===== src/rtl/gemm_pkg.sv =====
// Shared types for the GeMM operand fetcher: FSM state encoding and the
// operand pair stored in the response buffer.
package gemm_pkg;

  // Width of one A / B operand word carried in operand_pair_t.
  localparam int unsigned OpDataWidth = 32;

  typedef enum logic [1:0] {
    FetchIdle  = 2'd0,
    FetchIssue = 2'd1,
    FetchDrain = 2'd2
  } fetch_state_t;

  typedef struct packed {
    logic                   last_k;
    logic [OpDataWidth-1:0] a;
    logic [OpDataWidth-1:0] b;
  } operand_pair_t;

endpackage


===== src/rtl/gemm_operand_fetch_if.sv =====
// Memory request/response and operand output handshakes of the operand fetcher.
// master: the fetcher; slave: memory plus MAC-array consumer.
interface gemm_operand_fetch_if #(
  parameter int unsigned AddrWidth = 16,
  parameter int unsigned DataWidth = 32
);
  logic                 mem_req;
  logic                 mem_gnt;
  logic [AddrWidth-1:0] a_addr;
  logic [AddrWidth-1:0] b_addr;
  logic                 mem_rvalid;
  logic [DataWidth-1:0] a_rdata;
  logic [DataWidth-1:0] b_rdata;
  logic                 op_valid;
  logic                 op_ready;
  logic [DataWidth-1:0] a_op;
  logic [DataWidth-1:0] b_op;
  logic                 op_last_k;

  modport master (
    output mem_req, a_addr, b_addr, op_valid, a_op, b_op, op_last_k,
    input  mem_gnt, mem_rvalid, a_rdata, b_rdata, op_ready
  );

  modport slave (
    input  mem_req, a_addr, b_addr, op_valid, a_op, b_op, op_last_k,
    output mem_gnt, mem_rvalid, a_rdata, b_rdata, op_ready
  );
endinterface


===== src/rtl/gemm_operand_fifo.sv =====
// Registered synchronous FIFO of operand pairs. No fall-through: a push is
// visible at the output one cycle later. Push and pop together are legal
// when full or empty.
module gemm_operand_fifo
  import gemm_pkg::*;
#(
  parameter int unsigned Depth = 4
) (
  input  logic                         clk_i,
  input  logic                         rst_ni,
  input  logic                         push_i,
  input  operand_pair_t                data_i,
  input  logic                         pop_i,
  output operand_pair_t                data_o,
  output logic                         full_o,
  output logic                         empty_o,
  output logic [$clog2(Depth+1)-1:0]   count_o
);
  localparam int unsigned PtrW = $clog2(Depth);
  localparam int unsigned CntW = $clog2(Depth + 1);

  operand_pair_t   mem_q [Depth];
  operand_pair_t   mem_d [Depth];
  logic [PtrW-1:0] wptr_q, wptr_d, rptr_q, rptr_d;
  logic [CntW-1:0] count_q, count_d;
  logic            do_push, do_pop;

  function automatic logic [PtrW-1:0] ptr_inc(input logic [PtrW-1:0] p);
    return (p == PtrW'(Depth - 1)) ? '0 : p + PtrW'(1);
  endfunction

  assign full_o  = (count_q == CntW'(Depth));
  assign empty_o = (count_q == '0);
  assign count_o = count_q;
  assign data_o  = mem_q[rptr_q];

  // A pop frees the slot being read, so a push into a full FIFO is fine then.
  assign do_push = push_i && (!full_o || pop_i);
  assign do_pop  = pop_i && !empty_o;

  // Next-state for storage, pointers and occupancy.
  always_comb begin
    mem_d   = mem_q;
    wptr_d  = wptr_q;
    rptr_d  = rptr_q;
    count_d = count_q;
    if (do_push) begin
      mem_d[wptr_q] = data_i;
      wptr_d        = ptr_inc(wptr_q);
    end
    if (do_pop) begin
      rptr_d = ptr_inc(rptr_q);
    end
    if (do_push && !do_pop) begin
      count_d = count_q + CntW'(1);
    end else if (!do_push && do_pop) begin
      count_d = count_q - CntW'(1);
    end
  end

  // State registers; storage is cleared so outputs read zero out of reset.
  always_ff @(posedge clk_i or negedge rst_ni) begin
    if (!rst_ni) begin
      for (int i = 0; i < int'(Depth); i++) begin
        mem_q[i] <= '0;
      end
      wptr_q  <= '0;
      rptr_q  <= '0;
      count_q <= '0;
    end else begin
      mem_q   <= mem_d;
      wptr_q  <= wptr_d;
      rptr_q  <= rptr_d;
      count_q <= count_d;
    end
  end

  // Upstream credit accounting must never let a push hit a full buffer.
  push_while_full_a : assert property (@(posedge clk_i) disable iff (!rst_ni)
    !(push_i && full_o && !pop_i));

endmodule


===== src/rtl/gemm_operand_fetch.sv =====
// GeMM operand fetcher: walks (M, N, K) with K innermost, issues paired A/B
// reads with incremental address arithmetic, buffers responses and presents
// operand pairs with valid/ready. Requests are credit-limited so the buffer
// can never overflow.
// Optional: define GEMM_FETCH_PERF_EN to add the stall_cycles_o counter.
// DataWidth must equal gemm_pkg::OpDataWidth.
module gemm_operand_fetch
  import gemm_pkg::*;
#(
  parameter int unsigned AddrWidth = 16,
  parameter int unsigned DataWidth = 32,
  parameter int unsigned FifoDepth = 4
) (
  input  logic                 clk_i,
  input  logic                 rst_ni,
  input  logic                 start_i,
  input  logic [AddrWidth-1:0] M_size_i,
  input  logic [AddrWidth-1:0] K_size_i,
  input  logic [AddrWidth-1:0] N_size_i,
  input  logic [AddrWidth-1:0] a_base_i,
  input  logic [AddrWidth-1:0] b_base_i,
  output logic                 busy_o,
  output logic                 done_o,
  gemm_operand_fetch_if.master bus_io
`ifdef GEMM_FETCH_PERF_EN
  ,
  output logic [31:0]          stall_cycles_o
`endif
);
  localparam int unsigned PtrW = $clog2(FifoDepth);
  localparam int unsigned CntW = $clog2(FifoDepth + 1);

  fetch_state_t         state_q, state_d;
  logic [AddrWidth-1:0] m_size_q, m_size_d, k_size_q, k_size_d, n_size_q, n_size_d;
  logic [AddrWidth-1:0] b_base_q, b_base_d, row_base_q, row_base_d;
  logic [AddrWidth-1:0] a_addr_q, a_addr_d, b_addr_q, b_addr_d;
  logic [AddrWidth-1:0] m_q, m_d, n_q, n_d, k_q, k_d;
  logic [CntW-1:0]      outstanding_q, outstanding_d;
  logic                 done_q, done_d;

  logic [FifoDepth-1:0] tag_mem_q, tag_mem_d;
  logic [PtrW-1:0]      tag_wptr_q, tag_wptr_d, tag_rptr_q, tag_rptr_d;

  logic                 fifo_full, fifo_empty, fifo_pop;
  logic [CntW-1:0]      fifo_count;
  operand_pair_t        fifo_wdata, fifo_rdata;

  logic [CntW:0]        in_use;
  logic                 mem_req, grant, last_k, last_n, last_m;

  function automatic logic [PtrW-1:0] ptr_inc(input logic [PtrW-1:0] p);
    return (p == PtrW'(FifoDepth - 1)) ? '0 : p + PtrW'(1);
  endfunction

  // Slots already committed: buffered pairs plus reads still in flight.
  assign in_use  = (CntW+1)'(fifo_count) + (CntW+1)'(outstanding_q);
  assign mem_req = (state_q == FetchIssue) && (in_use < (CntW+1)'(FifoDepth));
  assign grant   = mem_req && bus_io.mem_gnt;
  assign last_k  = (k_q == k_size_q - AddrWidth'(1));
  assign last_n  = (n_q == n_size_q - AddrWidth'(1));
  assign last_m  = (m_q == m_size_q - AddrWidth'(1));

  assign busy_o         = (state_q != FetchIdle);
  assign done_o         = done_q;
  assign bus_io.mem_req = mem_req;
  assign bus_io.a_addr  = a_addr_q;
  assign bus_io.b_addr  = b_addr_q;

  // Iteration walk and FSM: K innermost, then N, then M.
  always_comb begin
    state_d    = state_q;
    m_size_d   = m_size_q;
    k_size_d   = k_size_q;
    n_size_d   = n_size_q;
    b_base_d   = b_base_q;
    row_base_d = row_base_q;
    a_addr_d   = a_addr_q;
    b_addr_d   = b_addr_q;
    m_d        = m_q;
    n_d        = n_q;
    k_d        = k_q;
    done_d     = 1'b0;
    unique case (state_q)
      FetchIdle: begin
        if (start_i) begin
          m_size_d   = M_size_i;
          k_size_d   = K_size_i;
          n_size_d   = N_size_i;
          b_base_d   = b_base_i;
          row_base_d = a_base_i;
          a_addr_d   = a_base_i;
          b_addr_d   = b_base_i;
          m_d        = '0;
          n_d        = '0;
          k_d        = '0;
          if (M_size_i == '0 || K_size_i == '0 || N_size_i == '0) begin
            state_d = FetchDrain;
          end else begin
            state_d = FetchIssue;
          end
        end
      end
      FetchIssue: begin
        if (grant) begin
          if (!last_k) begin
            k_d      = k_q + AddrWidth'(1);
            a_addr_d = a_addr_q + AddrWidth'(1);
            b_addr_d = b_addr_q + n_size_q;
          end else if (!last_n) begin
            k_d      = '0;
            n_d      = n_q + AddrWidth'(1);
            a_addr_d = row_base_q;
            b_addr_d = b_base_q + n_q + AddrWidth'(1);
          end else if (!last_m) begin
            k_d        = '0;
            n_d        = '0;
            m_d        = m_q + AddrWidth'(1);
            row_base_d = row_base_q + k_size_q;
            a_addr_d   = row_base_q + k_size_q;
            b_addr_d   = b_base_q;
          end else begin
            state_d = FetchDrain;
          end
        end
      end
      FetchDrain: begin
        if (outstanding_q == '0 && fifo_empty) begin
          done_d  = 1'b1;
          state_d = FetchIdle;
        end
      end
      default: state_d = FetchIdle;
    endcase
  end

  // In-flight read count and the last_k tag that travels with each read.
  always_comb begin
    outstanding_d = outstanding_q;
    tag_mem_d     = tag_mem_q;
    tag_wptr_d    = tag_wptr_q;
    tag_rptr_d    = tag_rptr_q;
    unique case ({grant, bus_io.mem_rvalid})
      2'b10:   outstanding_d = outstanding_q + CntW'(1);
      2'b01:   outstanding_d = outstanding_q - CntW'(1);
      default: outstanding_d = outstanding_q;
    endcase
    if (grant) begin
      tag_mem_d[tag_wptr_q] = last_k;
      tag_wptr_d            = ptr_inc(tag_wptr_q);
    end
    if (bus_io.mem_rvalid) begin
      tag_rptr_d = ptr_inc(tag_rptr_q);
    end
  end

  // State registers.
  always_ff @(posedge clk_i or negedge rst_ni) begin
    if (!rst_ni) begin
      state_q       <= FetchIdle;
      m_size_q      <= '0;
      k_size_q      <= '0;
      n_size_q      <= '0;
      b_base_q      <= '0;
      row_base_q    <= '0;
      a_addr_q      <= '0;
      b_addr_q      <= '0;
      m_q           <= '0;
      n_q           <= '0;
      k_q           <= '0;
      done_q        <= 1'b0;
      outstanding_q <= '0;
      tag_mem_q     <= '0;
      tag_wptr_q    <= '0;
      tag_rptr_q    <= '0;
    end else begin
      state_q       <= state_d;
      m_size_q      <= m_size_d;
      k_size_q      <= k_size_d;
      n_size_q      <= n_size_d;
      b_base_q      <= b_base_d;
      row_base_q    <= row_base_d;
      a_addr_q      <= a_addr_d;
      b_addr_q      <= b_addr_d;
      m_q           <= m_d;
      n_q           <= n_d;
      k_q           <= k_d;
      done_q        <= done_d;
      outstanding_q <= outstanding_d;
      tag_mem_q     <= tag_mem_d;
      tag_wptr_q    <= tag_wptr_d;
      tag_rptr_q    <= tag_rptr_d;
    end
  end

  assign fifo_wdata = '{last_k: tag_mem_q[tag_rptr_q],
                        a:      bus_io.a_rdata,
                        b:      bus_io.b_rdata};
  assign fifo_pop   = bus_io.op_valid && bus_io.op_ready;

  gemm_operand_fifo #(
    .Depth (FifoDepth)
  ) u_fifo (
    .clk_i   (clk_i),
    .rst_ni  (rst_ni),
    .push_i  (bus_io.mem_rvalid),
    .data_i  (fifo_wdata),
    .pop_i   (fifo_pop),
    .data_o  (fifo_rdata),
    .full_o  (fifo_full),
    .empty_o (fifo_empty),
    .count_o (fifo_count)
  );

  assign bus_io.op_valid  = !fifo_empty;
  assign bus_io.a_op      = fifo_rdata.a;
  assign bus_io.b_op      = fifo_rdata.b;
  assign bus_io.op_last_k = fifo_rdata.last_k;

`ifdef GEMM_FETCH_PERF_EN
  logic [31:0] stall_q, stall_d;
  logic [1:0]  stall_inc;
  logic [32:0] stall_sum;

  // Saturating count of back-pressure and grant-wait cycles in a pass.
  always_comb begin
    stall_inc = 2'(busy_o && bus_io.op_valid && !bus_io.op_ready)
              + 2'(mem_req && !bus_io.mem_gnt);
    stall_sum = {1'b0, stall_q} + 33'(stall_inc);
    if (state_q == FetchIdle && start_i) begin
      stall_d = '0;
    end else if (stall_sum[32]) begin
      stall_d = '1;
    end else begin
      stall_d = stall_sum[31:0];
    end
  end

  // Stall counter register.
  always_ff @(posedge clk_i or negedge rst_ni) begin
    if (!rst_ni) begin
      stall_q <= '0;
    end else begin
      stall_q <= stall_d;
    end
  end

  assign stall_cycles_o = stall_q;
`endif

endmodule

===== src/flat_wrapper.sv =====
// flat-port wrapper written by rule: the top's interface ports become plain ports
module gemm_operand_fetch_flat import gemm_pkg::*;
#(
  parameter int unsigned AddrWidth = 16,
  parameter int unsigned DataWidth = 32,
  parameter int unsigned FifoDepth = 4
)
  (clk_i, rst_ni, start_i, M_size_i, K_size_i, N_size_i, a_base_i, b_base_i, busy_o, done_o, bus_io_mem_req, bus_io_a_addr, bus_io_b_addr, bus_io_op_valid, bus_io_a_op, bus_io_b_op, bus_io_op_last_k, bus_io_mem_gnt, bus_io_mem_rvalid, bus_io_a_rdata, bus_io_b_rdata, bus_io_op_ready);
  gemm_operand_fetch_if #(.AddrWidth(AddrWidth), .DataWidth(DataWidth)) bus_io_i ();
  input  logic clk_i;
  input  logic rst_ni;
  input  logic start_i;
  input  logic [AddrWidth-1:0] M_size_i;
  input  logic [AddrWidth-1:0] K_size_i;
  input  logic [AddrWidth-1:0] N_size_i;
  input  logic [AddrWidth-1:0] a_base_i;
  input  logic [AddrWidth-1:0] b_base_i;
  output logic busy_o;
  output logic done_o;
  output wire logic [$bits(bus_io_i.mem_req)-1:0] bus_io_mem_req;
  output wire logic [$bits(bus_io_i.a_addr)-1:0] bus_io_a_addr;
  output wire logic [$bits(bus_io_i.b_addr)-1:0] bus_io_b_addr;
  output wire logic [$bits(bus_io_i.op_valid)-1:0] bus_io_op_valid;
  output wire logic [$bits(bus_io_i.a_op)-1:0] bus_io_a_op;
  output wire logic [$bits(bus_io_i.b_op)-1:0] bus_io_b_op;
  output wire logic [$bits(bus_io_i.op_last_k)-1:0] bus_io_op_last_k;
  input wire logic [$bits(bus_io_i.mem_gnt)-1:0] bus_io_mem_gnt;
  input wire logic [$bits(bus_io_i.mem_rvalid)-1:0] bus_io_mem_rvalid;
  input wire logic [$bits(bus_io_i.a_rdata)-1:0] bus_io_a_rdata;
  input wire logic [$bits(bus_io_i.b_rdata)-1:0] bus_io_b_rdata;
  input wire logic [$bits(bus_io_i.op_ready)-1:0] bus_io_op_ready;
  assign bus_io_mem_req = bus_io_i.mem_req;
  assign bus_io_a_addr = bus_io_i.a_addr;
  assign bus_io_b_addr = bus_io_i.b_addr;
  assign bus_io_op_valid = bus_io_i.op_valid;
  assign bus_io_a_op = bus_io_i.a_op;
  assign bus_io_b_op = bus_io_i.b_op;
  assign bus_io_op_last_k = bus_io_i.op_last_k;
  assign bus_io_i.mem_gnt = bus_io_mem_gnt;
  assign bus_io_i.mem_rvalid = bus_io_mem_rvalid;
  assign bus_io_i.a_rdata = bus_io_a_rdata;
  assign bus_io_i.b_rdata = bus_io_b_rdata;
  assign bus_io_i.op_ready = bus_io_op_ready;
  gemm_operand_fetch #(.AddrWidth(AddrWidth), .DataWidth(DataWidth), .FifoDepth(FifoDepth)) u_core (.clk_i(clk_i), .rst_ni(rst_ni), .start_i(start_i), .M_size_i(M_size_i), .K_size_i(K_size_i), .N_size_i(N_size_i), .a_base_i(a_base_i), .b_base_i(b_base_i), .busy_o(busy_o), .done_o(done_o), .bus_io(bus_io_i));
endmodule

===== config.mk =====
export PLATFORM = sky130hd
export DESIGN_NAME = gemm_operand_fetch_flat
export DESIGN_NICKNAME = d
export VERILOG_FILES = /design/src/rtl/gemm_pkg.sv /design/src/rtl/gemm_operand_fetch_if.sv /design/src/rtl/gemm_operand_fifo.sv /design/src/rtl/gemm_operand_fetch.sv /design/src/flat_wrapper.sv
export SDC_FILE = /design/constraint.sdc
export NUM_CORES = 1
export LEC_CHECK = 0
export ABC_AREA = 1
export BUFFER_PORTS_ARGS = -buffer_cell sky130_fd_sc_hd__buf_2
export CAP_MARGIN = 40
export CORE_MARGIN = 5
export CORE_UTILIZATION = 34
export DETAILED_ROUTE_END_ITERATION = 8
export PLACE_DENSITY_LB_ADDON = 0.12
export SLEW_MARGIN = 0
export SYNTH_ARGS = -nofsm -noshare
export SYNTH_HDL_FRONTEND = slang
export SYNTH_SLANG_ARGS = --single-unit

===== constraint.sdc =====
create_clock -name clk_i -period 6.9 [get_ports clk_i]
set_clock_uncertainty 0.05 [all_clocks]
set_input_delay 0.345 -clock clk_i [delete_from_list [all_inputs] [get_ports clk_i]]
set_output_delay 0.345 -clock clk_i [all_outputs]
set_load 0.005 [all_outputs]

# --- Word level (Yosys, flattened, before mapping) ---
# Index checks and enable logic that the tools add are counted.
totals:
  word_cells: 172
  ff_bits: 441
  output_inout_bits: 101
  input_bits: 150
op_classes:
  n_bitwise: 2
  n_addsub: 20
  mux: 59
  n_reduce_logical: 32
  n_lt_le_gt_ge: 7
  eq_ne: 21
op_table:
  columns: ["op", "n"]
  rows:
  - ["16-bit two-way mux", 25]
  - ["260-bit bitwise mux", 1]
  - ["65-bit two-way mux", 3]
  - ["16-bit case mux with 2 select lines", 6]
  - ["65-bit binary-select mux with 2-bit select", 1]
  - ["65-bit demux with 2-bit select", 1]
  - ["16-bit by 1-bit adder with 16-bit output (second input constant)", 5]
  - ["16-bit adder", 3]
  - ["16-bit == test", 3]
  - ["16-bit logical NOT", 3]
  - ["16-bit by 1-bit subtractor with 16-bit output (second input constant)", 3]
  - ["2-bit two-way mux", 11]
  - ["2-bit == test (second input constant)", 6]
  - ["6-bit AND reduction", 2]
  - ["1-bit logical AND", 10]
  - ["2-bit by 1-bit != test with 1-bit output (second input constant)", 5]
  - ["2-bit by 1-bit adder with 2-bit output (second input constant)", 4]
  - ["2-bit nonzero test", 4]
  - ["3-bit by 1-bit adder with 3-bit output (second input constant)", 2]
  - ["3-bit >= comparator (second input constant)", 2]
  - ["3-bit logical NOT", 2]
  - ["2-bit by 3-bit < comparator with 1-bit output (second input constant)", 2]
  - ["3-bit two-way mux", 2]
  - ["2-bit inverter with 3-bit output", 2]
  - ["22 further kinds", 33]

# --- Longest topological paths before layout ---
logic_depth:
  depth_word: 9
  depth_mapped: 20
  ltp_nobuf: 19

# --- By module ---
# A second synthesis with hierarchy kept.
unflattened:
  cells_unflattened: 3685
  area_unflattened_um2: 27148.5
by_module_without_submodules:
  columns: ["module", "seq_area_each_um2", "n_inst", "area_each_um2", "cells_per_inst"]
  rows:
  - ["gemm_operand_fetch", 4354.2, 1, 14141.1, 2108]
  - ["gemm_operand_fifo", 6681.4, 1, 13007.5, 1577]

# --- Worst setup path after synthesis ---
# Ideal clock, no wire load.
synth_path:
  path_kind: "reg2reg"
  start: "register u_core.k_size_q[0]"
  end: "register u_core.a_addr_q[0], in the netlist u_core.bus_io.a_addr[0]"
  required_ps: 6733
  arrival_ps: 2277
  setup_slack_ps: 4456
  stages_incl_launch_ff: 17
  setup_time_ps: 117
  cell_sequence: "dfrtp_1 inv_1 ha_1 nand3_1 nor2_2 nand2_1 nand3_1 nand2_1 nor2_1 nand3_1 nor2_4 nand3_4 nand2_4 inv_4 buf_2 nand2_1 nand2_1"
synth_via:
  elab_chain_cells: 6
  elab_cells_between_ends: 10
synth_rtl:
  columns: ["element", "line", "text"]
  rows:
  - ["from (decl)", "gemm_operand_fetch.sv:34", "logic [AddrWidth-1:0] m_size_q, m_size_d, k_size_q, k_size_d, n_size_q, n_size_d;"]
  - ["from (signal assigned)", "gemm_operand_fetch.sv:178", "k_size_q <= k_size_d;"]
  - ["parallel branches: the longest is 6 deep, another holds 16-bit by 1-bit subtractor with 16-bit output", null, null]
  - ["to (signal assigned)", "gemm_operand_fetch.sv:182", "a_addr_q <= a_addr_d;"]
  - ["to (decl)", "gemm_operand_fetch.sv:36", "logic [AddrWidth-1:0] a_addr_q, a_addr_d, b_addr_q, b_addr_d;"]
# Parallel ways; which one is timed is not known. The select of a mux whose other input is x is not followed.
# A chain may end at the register's enable or synchronous reset.

# --- Final worst setup path ---
layout_path:
  start: "register u_core.n_size_q[1]"
  end: "register u_core.m_q[10]"
layout_via:
  elab_chain_cells: 4
layout_rtl:
  columns: ["element", "line", "text"]
  rows:
  - ["from (decl)", "gemm_operand_fetch.sv:34", null]
  - ["from (signal assigned)", "gemm_operand_fetch.sv:179", "n_size_q <= n_size_d;"]
  - ["16-bit by 1-bit subtractor with 16-bit output", "gemm_operand_fetch.sv:60", "assign last_n = (n_q == n_size_q - AddrWidth'(1));"]
  - ["16-bit == test", "gemm_operand_fetch.sv:60", null]
  - ["2-bit by 1-bit != test with 1-bit output (no source line)", null, null]
  - ["6-bit AND reduction (no source line)", null, null]
  - ["to (signal assigned)", "gemm_operand_fetch.sv:184", "m_q <= m_d;"]
  - ["to (decl)", "gemm_operand_fetch.sv:37", "logic [AddrWidth-1:0] m_q, m_d, n_q, n_d, k_q, k_d;"]
# Every way passes these cells.

==> results_dict.tcl <==
set metrics [dict create \
    port_buffers 250 \
    grt_overflow_total 0 \
    pwr-share-comb_pct 47.8 \
    start_util_pct 34.16 \
    postCtsHoldBufs 130 \
    holdWs_ps 43.19 \
    core_area_mm2 0.07570 \
    synth_nets 3848 \
    rr_worst_depth 18 \
    relSlewSlack_pct 36.87 \
    drt_first_iter_violations 1584 \
    cts_tree "yes" \
    multi_input_area_mm2 0.01340 \
    regArea_mm2 0.01104 \
    clk_latency_ps 640 \
    synth_top_area_share_pct 42.67 \
    grt_pass1_vias 24150 \
    finalWirelength_um 90840 \
    timing.rr.start "u_core.n_size_q[1]$_DFFE_PN0P_" \
    rows 101 \
    h-tree-depth 2 \
    antenna_found_initial 6 \
    wl_per_cell_um 18.31 \
    grt_pass1_wl_um 142700 \
    final_core_util_pct 41.23 \
    p_leak_nw 15.83 \
    p_per_area_mw_per_mm2 465.1 \
    cp.required_ps 7350 \
    synthToLayoutAreaGrowth_pct 20.69 \
    die_w_um 285.8 \
    grt_max_degree 134 \
    final_nets 4162 \
    hp-class "input port to register" \
    layout_common_cells "1475 x nand2_1, 439 x dfrtp_1, 353 x nor2_1, 249 x buf_2, 225 x o21ai_0" \
    postSynthAreaPerCell_um2 7.130 \
    dieArea_mm2 0.08168 \
    vdd_drop_max_mv 0.2176 \
    synth_edf_count 0 \
    clkTransAtPathRegs_ps 70 \
    grt_usage_pct 21.89 \
    syn_area_mm2 0.02586 \
    clkSinkCount 441 \
    worstPathArrival_ps 4750 \
    seqPwrFrac_pct 32.2 \
    drive_gt1_share_pct 11.61 \
    post-place-ws_ps 2598 \
    final_cell_area_mm2 0.03121 \
    via_per_inst 4.934 \
    max-clock-path-buffers 3 \
    dr.pass1.iters 5 \
    dp_hpwl_um 60320 \
    cts_resized 0 \
    postRouteAntennaNets 0 \
    setup_viol 0 \
    fin_cells 4961 \
    fmax_mhz 232.9 \
    synthCells 3627 \
    yosys-top-cells-area "dfrtp_1 43%, nand2_1 21%, nor2_1 5.2%" \
    ys_warn_count 0 \
    finalMaxSlewViolations 0 \
    vias 24480 \
    p_clk_share_pct 20.0 \
    num_io_pins 251 \
    holdPathStages 5 \
    chipHeight_um 285.8 \
    ys.flop_type "dfrtp_1" \
    finalCritPeriodShare_pct 62.24 \
    rsz0062_at_grt "no" \
    worst_setup_path_start_kind "register" \
    internal_power_mw 7.854 \
    crit_path_start "u_core.n_size_q[1]$_DFFE_PN0P_" \
    crit_fanout 32 \
    ys_seq_elements 441 \
    nFillCells 7892 \
    cts-root-buf "clkbuf_16" \
    dpl_cell_area_mm2 0.02812 \
    worst_pin_slew_ps 947.0 \
    p_sw_mw 6.662 \
    drc 0 \
    status "completed" \
    hp-start "a_base_i[2]" \
    critPathCaptureType "register" \
    final_common_cell "nand2_1" \
    maxCapViolCount 0 \
    synth_largest_area_cell "dfrtp_1" \
    ys_types 48 \
    crit_type "register to register" \
    async_flop_share_pct 100.0 \
    gp_congestion 0.8633 \
    fin_tns_setup_ps 0 \
    post_cts_buffers 0 \
    cts_inserted_buffers 55 \
    dp_cells 4732 \
    power_mw 14.52 \
    hold_viol 0 \
    fin_crit_ps 4295 \
    yosysSeqAreaShare_pct 42.67 \
    p_sw_share_pct 45.89 \
    setup_ws_ps 2605 \
]
[critical path, stage by stage, from the launching register on]
cell and delay [ps]:
dfrtp_1 400, inv_1 140, ha_1 220, inv_1 60, nor2_1 120, nand3_1 160
o21bai_1 200, nand2_1 90, nor2_1 110, nand2_1 100, nor2_4 260, nand2_2 460
inv_2 430, nor2_1 210, inv_2 150, nand3_2 440, buf_16 370, nand2_1 70
o21ai_1 60
[layer usage]
layer	track usage (%)	vias to the layer above	wire length, µm
met3	3.865	124	4951
met1	29.43	11540	40960
li1	-	12250	-
met4	5.991	2	2353
met5	0	-	13
met2	36.51	569	42560
[cell usage after synthesis (24+ instances only)]
library cell	n
nand2_1	1479
dfrtp_1	441
nor2_1	355
o21ai_0	225
inv_1	204
nand3_1	184
clkbuf_1	115
a21oi_1	89
xor2_1	79
ha_1	66
o22ai_1	65
nand4_1	41
xnor2_1	35
o21ai_1	29
nor3_1	28
mux2_2	24
nor4_1	24
[final timing paths]
kind                                                  endpoint  slack (ps)
min                        u_core.bus_io.a_addr[2]$_DFFE_PN0P_          40
min in group asynchronous      u_core.n_size_q[13]$_DFFE_PN0P_         160
max reg2reg                         u_core.m_q[10]$_DFFE_PN0P_        2610
max                                 u_core.m_q[10]$_DFFE_PN0P_        2610
min reg2reg                 u_core.u_fifo.mem_q[8]$_DFFE_PN0P_         420
max in group asynchronous   u_core.u_fifo.mem_q[6]$_DFFE_PN0P_        5360
[cells by family after synthesis]
| family | count (synthesis) | synth area share [%] |
|---|---|---|
| simple gates | 2172 | 34.18 |
| flops | 441 | 42.67 |
| mux | 24 | 1.045 |
| xor+xnor | 115 | 3.924 |
| fa+ha+maj | 71 | 3.580 |
| compound gates | 431 | 8.902 |
| buf+inv | 373 | 5.694 |
[cell type report]
type	instances	area share, %
Clock inverter	24	0.9100
Tap cell	978	3.920
Clock buffer	72	4.806
Inverter	217	2.626
Antenna cell	3	0.02405
Sequential cell	441	35.37
Timing Repair Buffer	413	9.416
Multi-Input combinational cell	2813	42.92
[power groups by stage]
stage / registers [mW] / logic (mW) / clock network (mW)
2_1_floorplan: 4.32 / 4.77 / 0
6_report: 4.67 / 6.94 / 2.90
4_1_cts: 4.67 / 7.01 / 2.99
5_1_grt: 4.82 / 7.91 / 3.11
3_3_place_gp: 4.70 / 6.85 / 0
3_5_place_dp: 4.70 / 6.92 / 0
[sequential cells by signal (all words and copies together) (netlist names), 3 cells and up]
signal,cells
u_core.outstanding_q,3
u_core.u_fifo.mem_q,260
u_core.tag_mem_q,4
u_core.row_base_q,16
u_core.k_size_q,16
u_core.n_size_q,16
u_core.b_base_q,16
u_core.bus_io.b_addr,16
u_core.k_q,16
u_core.u_fifo.count_o,3
u_core.n_q,16
u_core.m_size_q,16
u_core.bus_io.a_addr,16
u_core.m_q,16
Power figures use the tool's default switching activity.
